===== src/rtl/uart_tx_scheduler.sv =====
// -----------------------------------------------------------------------------
// uart_tx_scheduler
//
// Shares one UART transmitter between NUM_REQ byte sources. A round-robin
// arbiter with an optional per-requester burst lock picks the next byte. The
// block then drives the transmitter's data and transmit inputs. The
// transmitter reports no busy/done, so every frame is timed here with a
// free-running cycle counter.
//
// Frame timeline, counted from the ack edge (cnt = 0):
//   SEND : tx_transmit = 1 for HOLD = BAUD_DIV+1 cycles (cnt 0 .. HOLD-1)
//   WAIT : tx_transmit = 0 until cnt == FRAME_CYCLES-1
//   IDLE : one arbitration cycle; a grant lands on the following edge
// FRAME_CYCLES = (FRAME_BITS+1)*BAUD_DIV. The spare bit period absorbs the
// unknown phase of the transmitter's baud tick when transmit is raised.
//
// Ports
//   clk          in   system clock, rising edge
//   reset        in   asynchronous, active-low reset
//   enable       in   1 = new grants allowed; the frame in flight always completes
//   req_valid    in   [NUM_REQ]    requester i offers req_data[8*i +: 8]
//   req_data     in   [8*NUM_REQ]  packed byte per requester
//   req_lock     in   [NUM_REQ]    requester wants the next grant too (sampled at ack)
//   req_ack      out  [NUM_REQ]    one-cycle pulse: byte of requester i taken
//   tx_data      out  [8]          transmitter data, stable for a whole frame
//   tx_transmit  out               transmitter transmit strobe
//   busy         out               1 while a frame is being sent or timed
//   grant_id     out  [clog2(NUM_REQ)]  last granted requester
// -----------------------------------------------------------------------------
module uart_tx_scheduler #(
    parameter int unsigned NUM_REQ    = 4,
    parameter int unsigned BAUD_DIV   = 869,
    parameter int unsigned FRAME_BITS = 10,
    parameter int unsigned MAX_BURST  = 16
) (
    input  logic                         clk,
    input  logic                         reset,
    input  logic                         enable,
    input  logic [NUM_REQ-1:0]           req_valid,
    input  logic [8*NUM_REQ-1:0]         req_data,
    input  logic [NUM_REQ-1:0]           req_lock,
    output logic [NUM_REQ-1:0]           req_ack,
    output logic [7:0]                   tx_data,
    output logic                         tx_transmit,
    output logic                         busy,
    output logic [$clog2(NUM_REQ)-1:0]   grant_id
);

    localparam int unsigned IdW         = $clog2(NUM_REQ);
    localparam int unsigned Hold        = BAUD_DIV + 1;
    localparam int unsigned FrameCycles = (FRAME_BITS + 1) * BAUD_DIV;
    localparam int unsigned CntW        = $clog2(FrameCycles + 1);
    localparam int unsigned BurstW      = $clog2(MAX_BURST + 1);

    localparam logic [CntW-1:0]   HoldLast  = CntW'(Hold - 1);
    localparam logic [CntW-1:0]   FrameLast = CntW'(FrameCycles - 1);
    localparam logic [BurstW-1:0] MaxBurst  = BurstW'(MAX_BURST);
    localparam logic [IdW-1:0]    LastId    = IdW'(NUM_REQ - 1);

    localparam logic [1:0] StIdle = 2'd0;
    localparam logic [1:0] StSend = 2'd1;
    localparam logic [1:0] StWait = 2'd2;

    logic [1:0]         state_q, state_d;
    logic [CntW-1:0]    cnt_q, cnt_d;
    logic [NUM_REQ-1:0] ack_q, ack_d;
    logic [7:0]         tx_data_q, tx_data_d;
    logic               transmit_q, transmit_d;
    logic [IdW-1:0]     grant_id_q, grant_id_d;
    logic               lock_q, lock_d;
    logic [BurstW-1:0]  burst_q, burst_d;

    logic [IdW-1:0]     rr_win;
    logic               lock_hit;
    logic [IdW-1:0]     win;

    // Round-robin search: first valid requester at or after grant_id+1,
    // wrapping modulo NUM_REQ. Only meaningful when |req_valid.
    always_comb begin
        logic        found;
        int unsigned idx;
        found  = 1'b0;
        idx    = 0;
        rr_win = grant_id_q;
        for (int unsigned k = 1; k <= NUM_REQ; k++) begin
            idx = 32'(grant_id_q) + k;
            if (idx >= NUM_REQ) begin
                idx = idx - NUM_REQ;
            end
            for (int unsigned i = 0; i < NUM_REQ; i++) begin
                if (!found && (i == idx) && req_valid[i]) begin
                    found  = 1'b1;
                    rr_win = IdW'(i);
                end
            end
        end
    end

    // A held lock keeps the last winner only while it still has a byte and
    // the burst has not hit its cap; otherwise round-robin takes over.
    assign lock_hit = lock_q && req_valid[grant_id_q] && (burst_q < MaxBurst);
    assign win      = lock_hit ? grant_id_q : rr_win;

    always_comb begin
        state_d    = state_q;
        cnt_d      = cnt_q;
        ack_d      = '0;
        tx_data_d  = tx_data_q;
        transmit_d = transmit_q;
        grant_id_d = grant_id_q;
        lock_d     = lock_q;
        burst_d    = burst_q;

        case (state_q)
            StIdle: begin
                // With enable low the lock and burst state are simply kept.
                if (enable && (|req_valid)) begin
                    ack_d[win] = 1'b1;
                    tx_data_d  = req_data[{win, 3'b000} +: 8];
                    grant_id_d = win;
                    transmit_d = 1'b1;
                    cnt_d      = '0;
                    state_d    = StSend;
                    lock_d     = req_lock[win];
                    // A locked regrant extends the burst; any other grant
                    // starts a fresh one, counting itself if it asks to lock.
                    if (lock_hit) begin
                        burst_d = burst_q + 1'b1;
                    end else begin
                        burst_d = req_lock[win] ? BurstW'(1) : '0;
                    end
                end
            end
            StSend: begin
                cnt_d = cnt_q + 1'b1;
                if (cnt_q == HoldLast) begin
                    transmit_d = 1'b0;
                    state_d    = StWait;
                end
            end
            StWait: begin
                if (cnt_q == FrameLast) begin
                    cnt_d   = '0;
                    state_d = StIdle;
                end else begin
                    cnt_d = cnt_q + 1'b1;
                end
            end
            default: begin
                state_d    = StIdle;
                cnt_d      = '0;
                transmit_d = 1'b0;
            end
        endcase
    end

    always_ff @(posedge clk or negedge reset) begin
        if (!reset) begin
            state_q    <= StIdle;
            cnt_q      <= '0;
            ack_q      <= '0;
            tx_data_q  <= '0;
            transmit_q <= 1'b0;
            grant_id_q <= LastId;
            lock_q     <= 1'b0;
            burst_q    <= '0;
        end else begin
            state_q    <= state_d;
            cnt_q      <= cnt_d;
            ack_q      <= ack_d;
            tx_data_q  <= tx_data_d;
            transmit_q <= transmit_d;
            grant_id_q <= grant_id_d;
            lock_q     <= lock_d;
            burst_q    <= burst_d;
        end
    end

    assign req_ack     = ack_q;
    assign tx_data     = tx_data_q;
    assign tx_transmit = transmit_q;
    assign busy        = (state_q != StIdle);
    assign grant_id    = grant_id_q;

endmodule


===== config.mk =====
export PLATFORM = sky130hd
export DESIGN_NAME = uart_tx_scheduler
export DESIGN_NICKNAME = d
export VERILOG_FILES = /design/src/rtl/uart_tx_scheduler.sv
export SDC_FILE = /design/constraint.sdc
export NUM_CORES = 1
export LEC_CHECK = 0
export CAP_MARGIN = 20
export CORE_ASPECT_RATIO = 0.8
export CORE_UTILIZATION = 45
export DETAILED_ROUTE_END_ITERATION = 12
export PLACE_DENSITY = 0.87
export SLEW_MARGIN = 20
export SYNTH_ARGS = -nofsm -noshare
export SYNTH_HDL_FRONTEND = slang
export SYNTH_SLANG_ARGS = --single-unit

===== constraint.sdc =====
create_clock -name clk -period 3.85 [get_ports clk]
set_clock_uncertainty 0.2 [all_clocks]
set_input_delay 0.385 -clock clk [delete_from_list [all_inputs] [get_ports clk]]
set_output_delay 0.385 -clock clk [all_outputs]
set_load 0.01 [all_outputs]

Word level (Yosys, flattened, before mapping) --
Index checks and enable logic that the tools add are counted.
Cells by class: multiplexer cells 56, order comparisons 8, reduce and logical (&&, ||, !) cells 60, bitwise operators 1, equal/unequal tests 19, add/subtract/negate cells 10, shift-type cells 1
Operators with widths (count):
- == test 2 x 32 -> 1 bit, first input constant | 8
- == test 1 x 32 -> 1 bit, first input constant | 4
- logical NOT 32 bit | 4
- two-way mux 32 bit | 4
- one-hot mux 14 bit (3 select lines) | 1
- two-way mux 2 bit | 20
- logical AND 1 bit | 35
- indexed part select 32 x 6 -> 8 bit | 1
- two-way mux 14 bit | 2
- two-way mux 1 bit | 21
- logical NOT 1 bit | 15
- adder 14 x 1 -> 14 bit, second input constant | 1
- == test 14 x 10 -> 1 bit, second input constant | 1
- == test 14 bit, second input constant | 1
- subtractor 3 x 3 -> 4 bit, second input constant | 3
- greater-or-equal comparator 3 bit, second input constant | 3
- two-way mux 4 bit | 2
- adder 2 x 2 -> 3 bit, second input constant | 2
- less-than comparator 2 x 3 -> 1 bit, second input constant | 2
- inequality test 2 bit, second input constant | 3
- one-hot mux 2 bit (3 select lines) | 1
- AND reduction 3 bit | 2
- adder 5 x 1 -> 5 bit, second input constant | 1
- less-than comparator 5 bit, second input constant | 1
- other kinds (16) | 17
Word-level totals: output and inout port bits 16, logic and storage cells 163, flip-flop bits (word level) 37, bits of input ports 43

Logic depth before layout (Yosys ltp) --
Gate-level depths: netlist of the first run.
depth after elaboration 73, gate-level depth with buffers 9, gate-level depth less buffers 8

Worst setup path after synthesis of the first run --
Ideal clock, no wire load.
path type register -> register, start point register grant_id_q[1], in the netlist grant_id[1], end point register tx_data_q[1], in the netlist tx_data[1], arrival time 2086 ps, path buffers 3, data required time 3518 ps, setup time 132 ps, clock period less this slack 2418 ps, stages on the path, launching flop included 9, slack 1432 ps, cells stage by stage dfstp_2 buf_6 mux2i_4 a21oi_2 o41ai_4 buf_6 buf_12 mux2i_1 o221ai_2
On the way: cells in the longest elaborated chain, start to end 68, elaborated cells between the ends (all ways) 115, classes of those cells add/sub (8); order compare (4); eq/ne (12); shift (1); mux (38); reduce/logical (52)
Ends and longest elaborated chain:
- start: declaration | line 69 | logic [IdW-1:0] grant_id_q, grant_id_d;
- start signal: assignment | line 164 | grant_id_q <= LastId;
- start signal: assignment | line 173 | grant_id_q <= grant_id_d;
- adder 2 x 1 -> 3 bit | line 86 | idx = 32'(grant_id_q) + k;
- subtractor 3 x 3 -> 4 bit / greater-or-equal comparator 3 bit (equally long branches) | line 88, 87
- two-way mux 32 bit | line 87 | if (idx >= NUM_REQ) begin
- logical NOT 32 bit | line 91 | if (!found && (i == idx) && req_valid[i]) begin
- logical AND 1 bit | line 91
- two-way mux 1 bit | line 91
- logical NOT 1 bit | line 91
- logical AND 1 bit (2 in series) | line 91
- (+49 left out)
- logical NOT 1 bit | line 91
- logical AND 1 bit (2 in series) | line 91
- two-way mux 1 bit | line 91
- logical NOT 1 bit | line 91
- logical AND 1 bit (2 in series) | line 91
- two-way mux 2 bit | line 91
- two-way mux 2 bit * | line 102 | assign win = lock_hit ? grant_id_q : rr_win;
- indexed part select 32 x 6 -> 8 bit * | line 119 | tx_data_d = req_data[{win, 3'b000} +: 8];
- end signal: assignment | line 171 | tx_data_q <= tx_data_d;
- end: declaration | line 67 | logic [7:0] tx_data_q, tx_data_d;
Mark *: on every way between the ends. The rest lies on a longest branch, timed or not. The select of a mux whose other input is x is not followed. A chain may end at the register's enable or synchronous reset.

Worst setup path after layout of the first run --
start point register cnt_q[7], end point register cnt_q[6]
On the way: cells in the longest elaborated chain, start to end 3
Ends and longest elaborated chain:
- start: declaration | line 65 | logic [CntW-1:0] cnt_q, cnt_d;
- start signal: assignment | line 169 | cnt_q <= cnt_d;
- == test 14 bit | line 142 | if (cnt_q == FrameLast) begin
- two-way mux 14 bit | line 142
- one-hot mux 14 bit (3 select lines) | line 114 | case (state_q)
Every way passes these cells.

==> results.toml, run 1 <==
[finish]
antennaDiodeCount = 0
fillers = 340
areaGrowthSynthToFinish_pct = 32.0
nets = 334
drive_gt1_share_pct = 10.9

[floorplan]
ios = 59
coreArea_sq_um = 4710
die_height_um = 65.5
start_util_pct = 48.1
die_x_um = 81.3
rows = 22
die-area_sq_um = 5320

[setup_path]
arrival_ps = 2550
crit_type = "reg -> reg"
required_ps = 3830
cp-start-kind = "flip-flop"
end_kind = "flip-flop"
worstPathMaxFanout = 14

[synthesis]
synth_top_family_by_area = "compound AO/OA/AOI/OAI gates"
ys_types = 45
ys_warn_count = 0
synth_top_area_share_pct = 38.7
ys_seq_area_share_pct = 41.0
synth_area_leader_cell = "dfrtp_1"
synth_most_common_cell = "dfrtp_1"
synth-compound-area-share_pct = 20.1
avgSynthCellArea_sq_um = 10.1
synthAdderAreaFrac_pct = 3.87
synth-simple-area-share_pct = 18.6
synth-main-ff-cell = "dfrtp_1"
synth_common_cells = "35 x dfrtp_1, 20 x o21ai_1, 19 x mux2i_1, 18 x nand2_1"
synth_edf_count = 0
netlist_top_cells_area = "dfrtp_1 39%, mux2i_1 8.4%, o221ai_2 4.6%"
synth.net_count = 274
synthMuxAreaShare_pct = 12.4
synthArstFlopShare_pct = 100
netlist_instances = 224
synthXorXnorAreaFrac_pct = 0
synth_area_sq_um = 2260
ys_seq_elements = 37

[detailed_routing]
ant_nets = 0
route.met3.wl_um = 253
top_layer = "met4"
avgRoutedWirePerCell_um = 14.7
via_per_inst = 5.55
vias = 1916
met1_length_mm = 2.37
dr_wl_met2_mm = 2.32
drt_iter0_drc = 113
drcViolationCount = 0
totalWireLength_mm = 5.06
first_pass_iters = 4

[clock_tree]
root_buffer = "clkbuf_8"
tritoncts = "yes"
post-cts-setup-buffers = 0
clockBufferDepth = 2
clk_pin_slew_worst_paths_ps = 70
cts_hold_buffers = 0
clk_latency_ps = 300
ctsResizeCount = 0
cts_sinks = 37
cts_max_level = 2
numCtsBuffers = 5

[place]
place.gp.congestion = 0.830
portBuffers = 58
dp_hpwl_mm = 3.73

[global_route]
overflow = 0
grt_pass1_vias = 1760
grt_usage_pct = 20.8
grt_antenna_before_repair = 0
grt_max_degree = 38
grt_pass1_wl_mm = 8.22

[worst_hold_path]
holdCritPathClass = "in -> async"

[sta]
setup_viol = 0
max_clock_freq_mhz = 389
finalCriticalPeriod_ps = 2570
final-hold-violation-count = 35
fin_tns_setup_ps = 0
whs_ps = -28.8
worstMarginPinSlew_ps = 801
rsz0062_at_grt = "false"
slew_headroom_pct = 46.6
maxSlewViolCount = 0
min_period_over_period_pct = 66.7

[pwr]
static-leakage-power_uw = 0.00129
power_density_nw_per_um2 = 644
power_uw = 1930
ir_drop_uv = 325

[run_status]
violations = "hold timing"
status = "finished with violations"

[job]
drv_cap = 0
[through the flow]
stage | setup slack [ps] | std cells | cell area [sq um] | util, %
after floorplan | 1430 | 224 | 2260 | -
after global placement | 1130 | 337 | 2870 | 61.1
after detailed placement | 1060 | 337 | 2870 | 61.1
after CTS | 1290 | 345 | 2990 | 63.5
after global routing | 1120 | 345 | 2990 | 63.5
final | 1280 | 345 | 2990 | 63.5
[layout by cell type, fill, tap and decap left out, types with 2 or more instances in the layout]
cell	netlist	routed
a211o_1	2	2
a21oi_1	4	4
a31oi_1	4	4
and3_1	9	9
buf_4	0	3
clkbuf_8	0	6
clkdlybuf4s50_1	0	57
dfrtp_1	35	35
dfstp_2	2	2
ha_1	7	7
inv_1	7	7
mux2_1	2	2
mux2_2	2	2
mux2i_1	19	19
mux2i_4	2	2
nand2_1	18	18
nand2b_1	9	9
nand3_1	10	10
nor2_1	10	10
nor2b_1	3	3
nor3_1	7	7
nor4bb_1	2	2
o21ai_0	8	8
o21ai_1	20	20
o221ai_2	7	7
o31ai_1	9	9
[critical path, cell delays in order (launching register included)]
cell,delay (ps)
dfrtp_1,450
nor4bb_1,520
a41oi_1,250
o21ai_1,180
buf_4,220
or2_1,410
nand2b_1,170
o21ai_1,60
[per-layer routing]
metal  GRT usage (%)  up-vias
li1                -      947
met5               0        -
met1            28.5      911
met2            30.7       48
met3            4.58       10
met4            10.3        0
[kinds of logic (layout without fill, tap and decap cells)]
logic type                 after synthesis  after routing
and+or+nand+nor                         78             78
buffers and inverters                   16             77
adders and majority gates                7              7
muxes                                   25             25
DFF                                     37             37
AOI/OAI and AO/OA                       61             61
[path summary, 6_finish.rpt]
check | start | endpoint | slack, ps | depth (start not counted)
worst max-delay path | cnt_q[7] | cnt_q[6] | 1280 | 7
worst min-delay path | reset | cnt_q[2] | -30 | 1
worst max register to register | cnt_q[7] | cnt_q[6] | 1280 | 7
worst min register to register | tx_data[7] | tx_data[7] | 300 | 2
max in group asynchronous | reset | tx_data[7] | 2970 | 1
min in group clk | tx_data[7] | tx_data[7] | 300 | 2
[area by class of cell]
type	instances	area (sq um)	share of cell area (%)
inverter	8	30.0	1.00
clock buffer	7	86.3	2.89
tap	60	75.1	2.51
multi-input combinational	171	1240	41.5
clock inverter	1	30.0	1.00
timing repair buffer	61	598	20.0
sequential	37	928	31.0
[power by group]
part	switching (uW)	internal [uW]	total [uW]	leakage, uW
clock network	144	211	355	0.0000585
registers	85.8	495	581	0.000488
logic	507	484	991	0.000741
total	737	1190	1930	0.00129
[registers in the layout, summed over array words and instances, names as in the netlist]
| name | flops |
|---|---|
| grant_id | 2 |
| cnt_q | 14 |
| lock_q | 1 |
| tx_transmit | 1 |
| tx_data | 8 |
| burst_q | 5 |
| state_q | 2 |
| req_ack | 4 |
Power figures use the tool's default switching activity.
==> run 2, diff against run 1 <==
--- a/config.mk
+++ b/config.mk
@@ -7,9 +7,9 @@
 export LEC_CHECK = 0
 export CAP_MARGIN = 20
 export CORE_ASPECT_RATIO = 0.8
-export CORE_UTILIZATION = 45
+export CORE_UTILIZATION = 44
 export DETAILED_ROUTE_END_ITERATION = 12
-export PLACE_DENSITY = 0.87
+export PLACE_DENSITY = 0.88
 export SLEW_MARGIN = 20
 export SYNTH_ARGS = -nofsm -noshare
 export SYNTH_HDL_FRONTEND = slang
==> constraint.sdc (replaced) <==
create_clock -name clk -period 2.3 [get_ports clk]
set_clock_uncertainty 0.2 [all_clocks]
set_input_delay 0.23 -clock clk [delete_from_list [all_inputs] [get_ports clk]]
set_output_delay 0.23 -clock clk [all_outputs]
set_load 0.01 [all_outputs]
==> results.toml, run 2 (synthesis results as in run 1) <==
[global_route]
grt_usage_pct = 24.0
grt_pass1_wl_mm = 9.83
grt_pass1_vias = 2096
grt_antenna_before_repair = 0
grt_max_degree = 38
overflow = 0

[sta]
final-hold-violation-count = 0
min_period_over_period_pct = 103
finalCriticalPeriod_ps = 2370
maxSlewViolCount = 0
slew_headroom_pct = 44.8
rsz0062_at_grt = "true"
fin_tns_setup_ps = -474
max_clock_freq_mhz = 422
setup_viol = 11
whs_ps = 299
worstMarginPinSlew_ps = 829
timing.final.ws_setup_ps = -70.0

[clock_tree]
root_buffer = "clkbuf_8"
numCtsBuffers = 5
clk_pin_slew_worst_paths_ps = 70
clockBufferDepth = 2
cts_max_level = 2
cts_sinks = 37
tritoncts = "yes"
clk_latency_ps = 290

[worst_hold_path]
min_path_cells = 2
holdCritPathClass = "reg -> reg"
hold_path_startpoint = "tx_data[4]"
min_to = "tx_data[4]"

[setup_path]
worstPathMaxFanout = 14
cp_cell_sequence = "mux2i_4 -> a21oi_2 -> o41ai_4 -> buf_4 -> buf_12 -> mux2i_1 -> o221ai_1"
timing.rr.start = "grant_id[1]"
crit_slowest_cell = "dfstp_2"
r2r_setup_slack_ps = -70
crit_type = "reg -> reg"
max_stage_delay_ps = 600
rr_endpoint = "tx_data[0]"
arrival_ps = 2330
cp-start-kind = "flip-flop"
end_kind = "flip-flop"
required_ps = 2260
ff2ff_path_depth = 7

[detailed_routing]
via_per_inst = 5.81
totalWireLength_mm = 6.38
avgRoutedWirePerCell_um = 17.2
first_pass_iters = 5
drt_iter0_drc = 125
vias = 2151
drcViolationCount = 0
ant_nets = 0

[finish]
largest-register = "cnt_q"
finish.instance_area_sq_um = 3310
largest_reg_flops = 14
drive_gt1_share_pct = 22.9
nets = 359
mostFrequentLayoutCells = "57 x clkdlybuf4s50_1, 35 x dfrtp_1, 24 x buf_4"
final_common_cell = "clkdlybuf4s50_1"
fillers = 360
areaGrowthSynthToFinish_pct = 46.0
antennaDiodeCount = 0

[place]
place.gp.congestion = 0.842
placedInstanceArea_sq_um = 3040
portBuffers = 58
dp_hpwl_mm = 4.53

[floorplan]
die-area_sq_um = 5440
die_height_um = 66.2
ios = 59
rows = 22
coreArea_sq_um = 4760
start_util_pct = 47.6
die_x_um = 82.2

[job]
drv_cap = 0

[pwr]
static-leakage-power_uw = 0.00141
power_density_nw_per_um2 = 1110
ir_drop_uv = 835

[run_status]
status = "finished with violations"
violations = "setup timing"
run 2: changes by cell type in the layout (fill, tap and decap cells not counted), moves of 2 or more:
| cell | delta |
|---|---|
| nor4bb_2 | +2 |
| mux2i_4 | +3 |
| mux2i_2 | +7 |
| nor4bb_1 | -2 |
| buf_4 | +21 |
| mux2i_1 | -10 |
| buf_12 | +3 |
run 2: per-stage QoR:
stage | utilization (%) | instances | power (uW) | setup slack, ps
after detailed placement | 63.9 | 356 | 2900 | -135
after global routing | 69.4 | 370 | 3880 | -115
after global placement | 63.9 | 356 | 2830 | -80.0
after floorplan | - | 224 | 2170 | -75.2
after CTS | 67.2 | 369 | 3510 | -32.3
final | 69.4 | 370 | 3670 | -70.0
run 2: final cells by class:
| class | count | area, sq um | share of cell area, % |
|---|---|---|---|
| flip-flops and latches | 37 | 928 | 28.1 |
| multi-input cells | 171 | 1360 | 41.0 |
| inverters | 8 | 30.0 | 0.908 |
| clock buffers | 8 | 90.1 | 2.73 |
| well taps | 60 | 75.1 | 2.27 |
| repair buffers | 86 | 826 | 25.0 |
run 2: what timing repair did:
action / in CTS / in global routing
gates resized for setup: 4 / 18
setup endpoints to repair: 5 / 22
pin swaps: 2 / 4
hold buffers: 1 / 0
hold endpoints to repair: 35 / 0
buffers inserted: 4 / 2
run 2: critical path: cells and delay by family, from the launching register on:
family | cells | cell delay, ps
buffers and inverters | 2 | 380
DFF | 1 | 600
muxes | 2 | 510
AOI/OAI and AO/OA | 3 | 540
run 2: worst max path at each step:
stage	from	end	cells after the start
CTS	grant_id[1]	tx_data[5]	7
global placement	req_valid[0]	tx_data[5]	8
global route	grant_id[1]	lock_q	7
floorplan	grant_id[1]	tx_data[6]	8
detailed placement	req_valid[0]	tx_data[5]	8
finish	grant_id[1]	tx_data[0]	7
run 2: power by group:
part | internal, uW | switching, uW | leakage [uW]
registers | 828 | 128 | 0.000488
clock network | 245 | 230 | 0.0000455
logic | 1180 | 1050 | 0.000878
total | 2260 | 1410 | 0.00141
run 2: layer usage:
metal | vias to the layer above | GRT usage [%] | routed length [um] | part of all wire [%]
li1 | 1005 | - | - | -
met1 | 1053 | 31.4 | 2650 | 42
met2 | 76 | 39.0 | 3300 | 52
met3 | 17 | 4.28 | 280 | 4.4
met4 | 0 | 9.65 | 148 | 2.3
met5 | - | 0 | 0 | 0
==> run 3, diff against run 2 <==
--- a/config.mk
+++ b/config.mk
@@ -6,11 +6,10 @@
 export NUM_CORES = 1
 export LEC_CHECK = 0
 export CAP_MARGIN = 20
-export CORE_ASPECT_RATIO = 0.8
 export CORE_UTILIZATION = 44
 export DETAILED_ROUTE_END_ITERATION = 12
 export PLACE_DENSITY = 0.88
-export SLEW_MARGIN = 20
+export SLEW_MARGIN = 15
 export SYNTH_ARGS = -nofsm -noshare
 export SYNTH_HDL_FRONTEND = slang
 export SYNTH_SLANG_ARGS = --single-unit
==> results.toml, run 3 (synthesis results as in run 1) <==
[finish]
areaGrowthSynthToFinish_pct = 48.7
final_common_cell = "clkdlybuf4s50_1"
drive_gt1_share_pct = 22.2
multiInputGateArea_sq_um = 1360
antennaDiodeCount = 0
largest-register = "cnt_q"
final_core_util_pct = 69.4
mostFrequentLayoutCells = "58 x clkdlybuf4s50_1, 35 x dfrtp_1, 25 x buf_4"
finish.instance_area_sq_um = 3370
regArea_sq_um = 928
nets = 360
fillers = 356
largest_reg_flops = 14

[setup_path]
cp-start-kind = "flip-flop"
arrival_ps = 2460
timing.rr.start = "grant_id[1]"
crit_type = "reg -> reg"
cp.depth = 7
critical_path_buf_inv_count = 2
required_ps = 2260
end_kind = "flip-flop"
cp_cell_sequence = "mux2i_4 -> a21oi_2 -> o41ai_4 -> buf_12 -> buf_12 -> mux2i_1 -> o221ai_1"
max_stage_delay_ps = 620
crit_slowest_cell = "dfstp_2"
crit_start = "grant_id[1]"
ff2ff_path_depth = 7
worstPathMaxFanout = 8
crit_top_cell = "buf_12"
path_delay_family = "compound AO/OA/AOI/OAI gates"

[detailed_routing]
via_per_inst = 5.72
vias = 2164
ant_nets = 0
drcViolationCount = 0
drt_iter0_drc = 136
avgRoutedWirePerCell_um = 18.4
totalWireLength_mm = 6.96
first_pass_iters = 4

[pwr]
ir_drop_uv = 752
intPower_uw = 2440
static-leakage-power_uw = 0.00143
pwr-share-comb_pct = 60.4
power_switching_uw = 1490
p_clk_share_pct = 14.9
switching_share_pct = 38.0
seqPwrFrac_pct = 24.6
power_density_nw_per_um2 = 1170

[run_status]
violations = "setup timing"
status = "finished with violations"

[floorplan]
coreArea_sq_um = 4850
die-area_sq_um = 5440
start_util_pct = 46.7
die_height_um = 73.7
ios = 59
rows = 25
die_x_um = 73.7

[worst_hold_path]
holdCritPathClass = "in -> async"

[place]
placedInstanceArea_sq_um = 3080
dp_hpwl_mm = 4.27
place.gp.congestion = 0.816
portBuffers = 58

[clock_tree]
numCtsBuffers = 5
tritoncts = "yes"
cts_max_level = 2
clockBufferDepth = 2
clk_pin_slew_worst_paths_ps = 80
clk_latency_ps = 290
cts_sinks = 37
root_buffer = "clkbuf_8"

[global_route]
grt_pass1_vias = 2270
grt_usage_pct = 25.0
grt_pass1_wl_mm = 10.2
overflow = 0
grt_max_degree = 38
grt_antenna_before_repair = 0

[sta]
setup_viol = 13
final-hold-violation-count = 0
whs_ps = 164
slew_headroom_pct = 59.5
finalCriticalPeriod_ps = 2490
fin_tns_setup_ps = -1740
max_clock_freq_mhz = 401
min_period_over_period_pct = 108
timing.final.ws_setup_ps = -194
rsz0062_at_grt = "true"
worstMarginPinSlew_ps = 606
maxSlewViolCount = 0

[job]
drv_cap = 0
-- run 3: changes by cell type in the layout (fill, tap and decap cells not counted), sizes merged --
cell,change
bufinv,+1
buf,+1
clkdlybuf4s50,+1
dlygate4sd3,-1
clkbuf,-1
-- run 3: power by group through the flow --
stage / Combinational [uW] / Sequential, uW / Clock (uW)
after global placement: 1900 / 956 / 0
after CTS: 2180 / 952 / 593
after detailed placement: 1970 / 966 / 0
after global routing: 2530 / 984 / 626
after floorplan: 1190 / 986 / 0
final: 2370 / 969 / 588
-- run 3: final cells by class --
cell class / instances / area share [%]
clock buffer: 7 / 2.56
clock inverter: 1 / 0.892
inverter: 8 / 0.892
multi-input combinational: 171 / 40.4
sequential: 37 / 27.6
tap: 67 / 2.49
timing repair buffer: 87 / 25.2
-- run 3: worst paths after layout --
check                      slack, ps     endpoint
setup / recovery                -190   tx_data[0]
hold / removal                   160       lock_q
setup reg to reg                -190   tx_data[0]
hold reg to reg                  290   burst_q[4]
max in group asynchronous       1380  grant_id[0]
min in group clk                 290   burst_q[4]
-- run 3: stage by stage --
stage | std cells | power, uW | setup WS (ps)
floorplan | 224 | 2170 | -75.2
global placement | 364 | 2860 | -146
detailed placement | 364 | 2940 | -228
CTS | 377 | 3720 | -41.2
global route | 378 | 4140 | -257
finish | 378 | 3930 | -194
-- run 3: what timing repair did --
item / 4_1_cts / 5_1_grt
setup buffers: 6 / 1
endpoints found under the setup margin: 10 / 23
cloned: 0 / 0
hold endpoints to repair: 0 / 0
pin swaps: 6 / 6
hold buffers: 0 / 0
resized for setup: 9 / 12
-- run 3: routing by layer --
metal	part of all wire (%)	track usage, %	up-vias
li1	-	-	1003
met1	40	26.7	1058
met2	52	45.4	87
met3	5.4	5.90	16
met4	2.2	13.2	0
met5	0	0	-
